## src/rtl/alu_issue_stage.sv

```systemverilog
// -----------------------------------------------------------------------------
// alu_issue_stage
//
// Issue stage in front of an external combinational ALU. Requests are
// buffered in a small FIFO. The FIFO head is presented to the ALU, and the
// ALU answer is captured into a single result register together with the
// request's sequence tag and an illegal-opcode flag.
//
// Opcodes: 000 add, 001 sub, 010 unsigned greater-than, 011 unsigned
// less-than. 100-111 are illegal: they still produce a result (value 0,
// out_err=1), so the tag sequence seen downstream has no gaps.
//
// Ports
//   clk, rst                 clock; synchronous active-high reset
//   in_valid/in_ready        request handshake (in_ready = FIFO not full)
//   in_a, in_b, in_opcode    request operands and opcode
//   alu_a, alu_b, alu_opcode FIFO head to the ALU (all zero when empty)
//   alu_result               combinational ALU answer for the head
//   out_valid/out_ready      result handshake
//   out_result, out_tag,     registered result, sequence tag and
//   out_err                  illegal-opcode flag
//   count                    FIFO occupancy (excludes the result register)
// -----------------------------------------------------------------------------
module alu_issue_stage #(
  parameter int WIDTH = 32,
  parameter int DEPTH = 4
) (
  input  logic                   clk,
  input  logic                   rst,
  input  logic                   in_valid,
  output logic                   in_ready,
  input  logic [WIDTH-1:0]       in_a,
  input  logic [WIDTH-1:0]       in_b,
  input  logic [2:0]             in_opcode,
  output logic [WIDTH-1:0]       alu_a,
  output logic [WIDTH-1:0]       alu_b,
  output logic [2:0]             alu_opcode,
  input  logic [WIDTH-1:0]       alu_result,
  output logic                   out_valid,
  input  logic                   out_ready,
  output logic [WIDTH-1:0]       out_result,
  output logic [7:0]             out_tag,
  output logic                   out_err,
  output logic [$clog2(DEPTH):0] count
);

  localparam int PW = $clog2(DEPTH);
  localparam int CW = PW + 1;
  localparam logic [CW-1:0] FULL_COUNT = CW'(DEPTH);

  // Pointer wrap relies on DEPTH being a power of two.
  if (DEPTH < 2 || (DEPTH & (DEPTH - 1)) != 0) begin : g_depth_check
    $error("alu_issue_stage: DEPTH must be a power of two and at least 2");
  end

  typedef struct packed {
    logic [WIDTH-1:0] a;
    logic [WIDTH-1:0] b;
    logic [2:0]       op;
    logic [7:0]       tag;
  } entry_t;

  // ---------------------------------------------------------------------------
  // State
  // ---------------------------------------------------------------------------
  entry_t           fifo_q [DEPTH];
  logic [PW-1:0]    wr_ptr_q, wr_ptr_d;
  logic [PW-1:0]    rd_ptr_q, rd_ptr_d;
  logic [CW-1:0]    count_q, count_d;
  logic [7:0]       in_seq_q, in_seq_d;

  logic             out_valid_q, out_valid_d;
  logic [WIDTH-1:0] out_result_q, out_result_d;
  logic [7:0]       out_tag_q, out_tag_d;
  logic             out_err_q, out_err_d;

  // ---------------------------------------------------------------------------
  // Handshakes
  // ---------------------------------------------------------------------------
  logic   fifo_empty;
  logic   push;
  logic   pop;
  entry_t head;
  entry_t new_entry;
  logic   head_illegal;

  assign fifo_empty = (count_q == '0);
  // No bypass: a full FIFO refuses a request even if a pop happens this cycle.
  assign in_ready   = (count_q != FULL_COUNT);
  assign push       = in_valid && in_ready;
  // The head moves into the result register whenever that register is empty
  // or is being drained in the same cycle.
  assign pop        = !fifo_empty && (!out_valid_q || out_ready);

  assign new_entry.a   = in_a;
  assign new_entry.b   = in_b;
  assign new_entry.op  = in_opcode;
  assign new_entry.tag = in_seq_q;

  // Head is read straight out of registered storage; the empty gate keeps
  // stale entries from reaching the ALU.
  always_comb begin
    head = '0;
    if (!fifo_empty) begin
      head = fifo_q[rd_ptr_q];
    end
  end

  assign alu_a        = head.a;
  assign alu_b        = head.b;
  assign alu_opcode   = head.op;
  assign head_illegal = head.op[2];

  // ---------------------------------------------------------------------------
  // FIFO storage (data only, no reset needed: occupancy gates every read)
  // ---------------------------------------------------------------------------
  always_ff @(posedge clk) begin
    if (push && !rst) begin
      fifo_q[wr_ptr_q] <= new_entry;
    end
  end

  // ---------------------------------------------------------------------------
  // Next-state logic
  // ---------------------------------------------------------------------------
  always_comb begin
    wr_ptr_d = wr_ptr_q;
    rd_ptr_d = rd_ptr_q;
    count_d  = count_q;
    in_seq_d = in_seq_q;

    if (push) begin
      wr_ptr_d = wr_ptr_q + PW'(1);
      in_seq_d = in_seq_q + 8'd1;
    end
    if (pop) begin
      rd_ptr_d = rd_ptr_q + PW'(1);
    end

    case ({push, pop})
      2'b10:   count_d = count_q + CW'(1);
      2'b01:   count_d = count_q - CW'(1);
      default: count_d = count_q;
    endcase
  end

  always_comb begin
    out_valid_d  = out_valid_q;
    out_result_d = out_result_q;
    out_tag_d    = out_tag_q;
    out_err_d    = out_err_q;

    if (pop) begin
      out_valid_d  = 1'b1;
      out_result_d = head_illegal ? '0 : alu_result;
      out_tag_d    = head.tag;
      out_err_d    = head_illegal;
    end else if (out_valid_q && out_ready) begin
      // Consumed with nothing to replace it: drop valid, keep the payload.
      out_valid_d  = 1'b0;
    end
  end

  // ---------------------------------------------------------------------------
  // Registers
  // ---------------------------------------------------------------------------
  always_ff @(posedge clk) begin
    if (rst) begin
      wr_ptr_q     <= '0;
      rd_ptr_q     <= '0;
      count_q      <= '0;
      in_seq_q     <= '0;
      out_valid_q  <= 1'b0;
      out_result_q <= '0;
      out_tag_q    <= '0;
      out_err_q    <= 1'b0;
    end else begin
      wr_ptr_q     <= wr_ptr_d;
      rd_ptr_q     <= rd_ptr_d;
      count_q      <= count_d;
      in_seq_q     <= in_seq_d;
      out_valid_q  <= out_valid_d;
      out_result_q <= out_result_d;
      out_tag_q    <= out_tag_d;
      out_err_q    <= out_err_d;
    end
  end

  assign count      = count_q;
  assign out_valid  = out_valid_q;
  assign out_result = out_result_q;
  assign out_tag    = out_tag_q;
  assign out_err    = out_err_q;

endmodule

```

## config.mk

```make
export PLATFORM = sky130hd
export DESIGN_NAME = alu_issue_stage
export DESIGN_NICKNAME = d
export VERILOG_FILES = /design/src/rtl/alu_issue_stage.sv
export SDC_FILE = /design/constraint.sdc
export NUM_CORES = 1
export LEC_CHECK = 0
export ABC_CLOCK_PERIOD_IN_PS = 8050
export CAP_MARGIN = 0
export CORE_MARGIN = 3
export CORE_UTILIZATION = 45
export DETAILED_ROUTE_END_ITERATION = 12
export DONT_BUFFER_PORTS = 1
export SLEW_MARGIN = 10
export SYNTH_ARGS = -nofsm -noshare
export SYNTH_HDL_FRONTEND = slang
export SYNTH_SLANG_ARGS = --single-unit
```

## constraint.sdc

```tcl
create_clock -name clk -period 8.05 [get_ports clk]
set_input_delay 1.61 -clock clk [delete_from_list [all_inputs] [get_ports clk]]
set_output_delay 1.61 -clock clk [all_outputs]
set_load 0.05 [all_outputs]
```

==> key figures, run 1 <==
Die
  • Row count: 63
  • Die Wd: 182 µm
  • IO Pins: 216
  • Core Region: 30000 µm²
  • Die area: 33000 µm²
  • Initial Util: 0.462
  • Die Ht: 182 µm

Cells and area
  • Net count, final: 787
  • Share of cells above drive strength 1: 0.216
  • Area growth from synthesis to layout: 8.18%
  • Final non-filler cell total: 1095
  • Most common cell after layout, fill and taps aside: edfxtp_1
  • Antenna cells: 0
  • Most frequent cells in the layout: edfxtp_1, mux4_2, and2_1, dfxtp_1, a22o_1

Synth
  • Synth Cell Area: 13900 µm²
  • Syn avg cell area: 19.1 µm²
  • Cells after synthesis: 728
  • Sequential area share after synthesis: 0.734
  • Flops & latches, synth: 359
  • Synth Net Count: 838
  • Count of cell types in the netlist: 34
  • Ys Warns: 0
  • Post-synth EDFFs: 300
  • Primary FF master, synth: edfxtp_1
  • Synth async-reset ratio: 0

Route
  • Antenna Violating Nets Remaining: 0
  • Initial DRC count: 530
  • 1st-pass router iterations: 4
  • Drt total wl: 26700 µm
  • Wire length per cell: 24.4 µm
  • Residual DRC count: 0
  • Vias: 6239
  • Routed vias/inst: 5.70

STA
  • Rel. slew slack: 0.202
  • WHS: 0.537 ns
  • Worst Clk Skew: 0.0153 ns
  • Slew Viols, Final: 0
  • Final worst-path cycle share: 0.590
  • Tmin final: 4.75 ns
  • # setup viols final: 0
  • Final hold viol count: 0
  • RSZ-0062 raised after global routing: false
  • Sum Neg Setup Slack: 0 ns
  • Fmax: 210 MHz
  • Worst slew pin tran: 1.20 ns

Clocking
  • Total CTS buffers: 38
  • Number of buffers on the longest clock path: 3
  • Total setup buffers inserted after CTS: 0
  • Clk slew on worst S/H paths: 0.06 ns
  • Cts repair resizes: 0
  • Worst skew pair latency: 0.51 ns
  • # hold bufs at CTS: 0
  • Root Buffer: clkbuf_16
  • Clock tree sinks: 359
  • H-Tree Depth: 2
  • CTS tree: yes

Setup path
  • Max FO, Critical Path: 45
  • CP Data Required Time: 6.44 ns
  • Crit start category: flip-flop
  • WP data arrival: 3.14 ns
  • Crit end category: primary output
  • R2r setup slk: 4.36 ns
  • WS Path Type: reg -> out

Placed design
  • Dpl hpwl: 16000 µm
  • Routability cong.: 0.720
  • Dpl cells: 1027
  • Port Buffers: 0

Power
  • P_leak: 0.00477 µW
  • Power Density: 390 nW/µm²
  • Maximum vdd drop: 0.223 mV
  • Total power draw: 5850 µW

Global route
  • Largest net degree at the start of global routing: 76
  • Total congestion overflow: 0
  • Global-route wire length before repair: 41100 µm
  • GRT Total Usage: 0.160
  • Initial antenna violation count: 1
  • Vias in the first global route: 6760

Outcome
  • Status: finished, final reports clean

Min path
  • Hold crit path type: reg -> reg

Run
  • Max_cap viols: 0
## worst paths after layout
kind              cells after the start                       to                startpoint
setup / recovery                      3                alu_a[27]                 flip-flop
hold / removal                        0   fifo_q[2][7]$_DFFE_PP_  in_seq_q[7]$_SDFFE_PP0P_
setup reg to reg                      7  fifo_q[0][49]$_DFFE_PP_     count[0]$_SDFFE_PP0P_
hold reg to reg                       0   fifo_q[2][7]$_DFFE_PP_  in_seq_q[7]$_SDFFE_PP0P_
## power breakdown
part           internal, µW  total, µW  switching [µW]
combinational           466       1630            1160
clock                   987       1650             666
sequential             2180       2570             394
## layout make-up
cell class | instances | area, µm²
flip-flops and latches | 359 | 10200
fillers | 2398 | 15000
inverters | 8 | 30.0
clock buffers | 52 | 1060
clock inverters | 16 | 140
well taps | 390 | 488
repair buffers | 12 | 90.1
multi-input cells | 258 | 3010
## kinds of logic after synthesis
logic type               share of synthesized area
flip-flops                                   0.734
AND/OR/NAND/NOR                             0.0471
buffers and inverters                       0.0508
multiplexers                                 0.123
adder cells (fa/ha/maj)                    0.00685
AO/OA/AOI/OAI                               0.0366
XOR/XNOR                                   0.00126
## worst max-delay path, cell delays in order, from the launching register on
cell     delay, ns
dfxtp_4       0.98
buf_4         0.68
mux4_2        0.60
and2_1        0.35
## Yosys cell counts (2+ instances only)
cell	instances	share of area
and2_1	67	0.030
nand2_1	2	0.00054
nor3b_1	5	0.0027
nor2_1	7	0.0019
ha_1	6	0.0054
or4_1	3	0.0016
buf_6	3	0.0024
o21ai_0	7	0.0025
buf_1	7	0.0019
clkbuf_1	14	0.0038
buf_2	12	0.0043
a21oi_1	13	0.0047
mux4_2	75	0.12
edfxtp_1	300	0.65
dfxtp_1	59	0.085
mux2_2	2	0.0016
or3_1	5	0.0023
nor2b_1	3	0.0014
inv_1	8	0.0022
buf_4	67	0.036
o31ai_1	3	0.0016
nand3_1	7	0.0025
xor2_1	2	0.0013
a22o_1	41	0.026
## routing by layer
layer  track usage  share of wire  wire, µm  vias to the layer above
met2         0.269           0.50     13400                      222
met3        0.0579          0.088      2350                       45
li1              -              -         -                     2706
met4        0.0414          0.019       510                        0
met5             0              0         0                        -
met1         0.197           0.39     10400                     3266
## per-stage QoR
step	setup WS (ns)	cell area, µm²	utilization
after global placement	3.68	13800	0.460
after floorplan	-0.120	13900	-
after global routing	2.97	15000	0.500
final	3.30	15000	0.500
after detailed placement	3.64	13800	0.460
after CTS	3.10	15000	0.500
## sequential cells by signal (all words and copies together), names as in the netlist, named ones only
name / count
out_err: 1
count: 3
out_tag: 8
rd_ptr_q: 2
wr_ptr_q: 2
out_result: 32
fifo_q: 300
in_seq_q: 8
out_valid: 1
Note: power is estimated with default switching activity, not from simulation.
==> inputs of run 2 (changes only) <==
- ABC_CLOCK_PERIOD_IN_PS: 8050 -> 4220
- clock period: 8.05 -> 4.22 ns (I/O delays scaled with it)
==> key figures, run 2 (same netlist as run 1, synthesis figures left out) <==
Global route
  • Global-route wire length before repair: 40800 µm
  • Largest net degree at the start of global routing: 53
  • Initial antenna violation count: 0
  • Vias in the first global route: 6814
  • GRT Total Usage: 0.159
  • Total congestion overflow: 0

Setup path
  • Crit-path max cell delay: 0.86 ns
  • Crit end category: primary output
  • Reg-to-reg endpoint: count[2]$_SDFFE_PP0P_
  • Crit path to: alu_a[8]
  • FF-to-FF path depth: 10
  • CP startpoint: count[2]$_SDFFE_PP0P_
  • Cell Chain, Critical Path: or3_2 > buf_4 > and2_1
  • Crit path max-delay family: simple AND/OR/NAND/NOR gates
  • CP Data Required Time: 3.38 ns
  • WP data arrival: 2.95 ns
  • R2r setup slk: 0.85 ns
  • Crit. path cell count: 3
  • Max FO, Critical Path: 49
  • Crit start category: flip-flop
  • Worst r2r src: count[2]$_SDFFE_PP0P_
  • CP Buf/Inv Count: 1
  • WS Path Type: reg -> out
  • CP max-delay cell: or3_2

Cells and area
  • Final design utilization: 0.507
  • Most frequent cells in the layout: edfxtp_1, mux4_2, and2_1, dfxtp_1
  • Largest Register: fifo_q
  • Most common cell after layout, fill and taps aside: edfxtp_1
  • Fill cells: 2396
  • Number of flip-flops in the largest register: 300
  • Final instance area: 15200 µm²
  • Share of cells above drive strength 1: 0.224
  • Net count, final: 796
  • Area growth from synthesis to layout: 9.78%
  • Antenna cells: 0

Route
  • Drt total wl: 26700 µm
  • Vias: 6192
  • Wire length per cell: 24.2 µm
  • Initial DRC count: 411
  • 1st-pass router iterations: 4
  • Routed vias/inst: 5.60
  • Antenna Violating Nets Remaining: 0
  • Residual DRC count: 0

STA
  • RSZ-0062 raised after global routing: false
  • Slew Viols, Final: 0
  • Worst Clk Skew: 0.0141 ns
  • Rel. slew slack: 0.257
  • Worst slew pin tran: 1.11 ns
  • Sum Neg Setup Slack: 0 ns
  • Final hold viol count: 0
  • Final worst slack: 0.426 ns
  • Fmax: 264 MHz
  • Final worst-path cycle share: 0.899
  • WHS: 0.410 ns
  • # setup viols final: 0
  • Tmin final: 3.79 ns

Clocking
  • Root Buffer: clkbuf_16
  • Clk slew on worst S/H paths: 0.05 ns
  • Number of buffers on the longest clock path: 3
  • Clock tree sinks: 359
  • Total CTS buffers: 39
  • H-Tree Depth: 2
  • Total setup buffers inserted after CTS: 0
  • Worst skew pair latency: 0.51 ns
  • Cts repair resizes: 0
  • # hold bufs at CTS: 0
  • CTS tree: yes

Placed design
  • Cell Area, Placed: 13900 µm²
  • Pre-CTS setup slack: 0.846 ns
  • Port Buffers: 0
  • Dpl hpwl: 16200 µm
  • Routability cong.: 0.751

Die
  • Row count: 63
  • IO Pins: 216
  • Initial Util: 0.462
  • Die Wd: 182 µm
  • Die area: 33000 µm²
  • Die Ht: 182 µm
  • Core Region: 30000 µm²

Min path
  • WHS Path Cells: 1
  • Hold crit path type: in -> reg

Power
  • Maximum vdd drop: 0.487 mV
  • Power Density: 755 nW/µm²
  • P_leak: 0.00489 µW

Run
  • Max_cap viols: 0

Outcome
  • Status: finished, final reports clean
[run 2: cell types whose count changed in the layout (fill, tap and decap cells not counted), sizes merged]
cell	change
clkinvlp	-2
clkinv	+8
buf	+8
clkbuf	-4
bufinv	+4
inv	-4
[run 2: cell type report]
| class | count | area [µm²] | share of cell area |
|---|---|---|---|
| tap | 390 | 488 | 0.0320 |
| clock buffer | 48 | 1060 | 0.0697 |
| sequential | 359 | 10200 | 0.669 |
| timing repair buffer | 20 | 175 | 0.0115 |
| inverter | 8 | 30.0 | 0.00197 |
| multi-input combinational | 258 | 3040 | 0.199 |
| clock inverter | 22 | 246 | 0.0162 |
[run 2: worst min path at each step]
stage,endpoint,startpoint,slack [ns]
6_report,out_valid$_SDFFE_PP0P_,rst,0.41
5_1_grt,flip-flop,rst,0.38
4_1_cts,flip-flop,rst,0.38
3_5_place_dp,wr_ptr_q[1]$_SDFFE_PP0P_,wr_ptr_q[1]$_SDFFE_PP0P_,0.52
3_3_place_gp,wr_ptr_q[0]$_SDFFE_PP0P_,wr_ptr_q[0]$_SDFFE_PP0P_,0.50
2_1_floorplan,fifo_q[0][7]$_DFFE_PP_,in_seq_q[7]$_SDFFE_PP0P_,0.47
[run 2: worst reg2reg max path, stage by stage (launching register included)]
cell and delay [ns]:
dfxtp_1 0.75, nor3b_1 0.26, buf_4 0.21, inv_1 0.30
nand2_1 0.45, ha_1 0.28, inv_1 0.07, fa_1 0.37
xor2_1 0.17, or3_1 0.31, a21oi_1 0.14
[run 2: per-stage QoR]
stage          cells  power (µW)
2_1_floorplan    728        8170
3_3_place_gp    1035        8170
3_5_place_dp    1035        8230
4_1_cts         1105       11700
5_1_grt         1105       12000
6_report        1105       11500
[run 2: where the power goes]
| part | internal (µW) | switching (µW) | total, µW | leakage (µW) |
|---|---|---|---|---|
| Sequential | 4150 | 691 | 4840 | 0.00321 |
| Clock | 2140 | 1270 | 3420 | 0.000641 |
| Combinational | 939 | 2300 | 3240 | 0.00104 |
| Total | 7240 | 4260 | 11500 | 0.00489 |
[run 2: per-layer routing]
metal / track usage / vias to the layer above / wire length (µm)
met1: 0.196 / 3225 / 10400
met5: 0 / - / 0
li1: - / 2714 / -
met3: 0.0515 / 59 / 2010
met4: 0.0527 / 0 / 784
met2: 0.269 / 194 / 13500
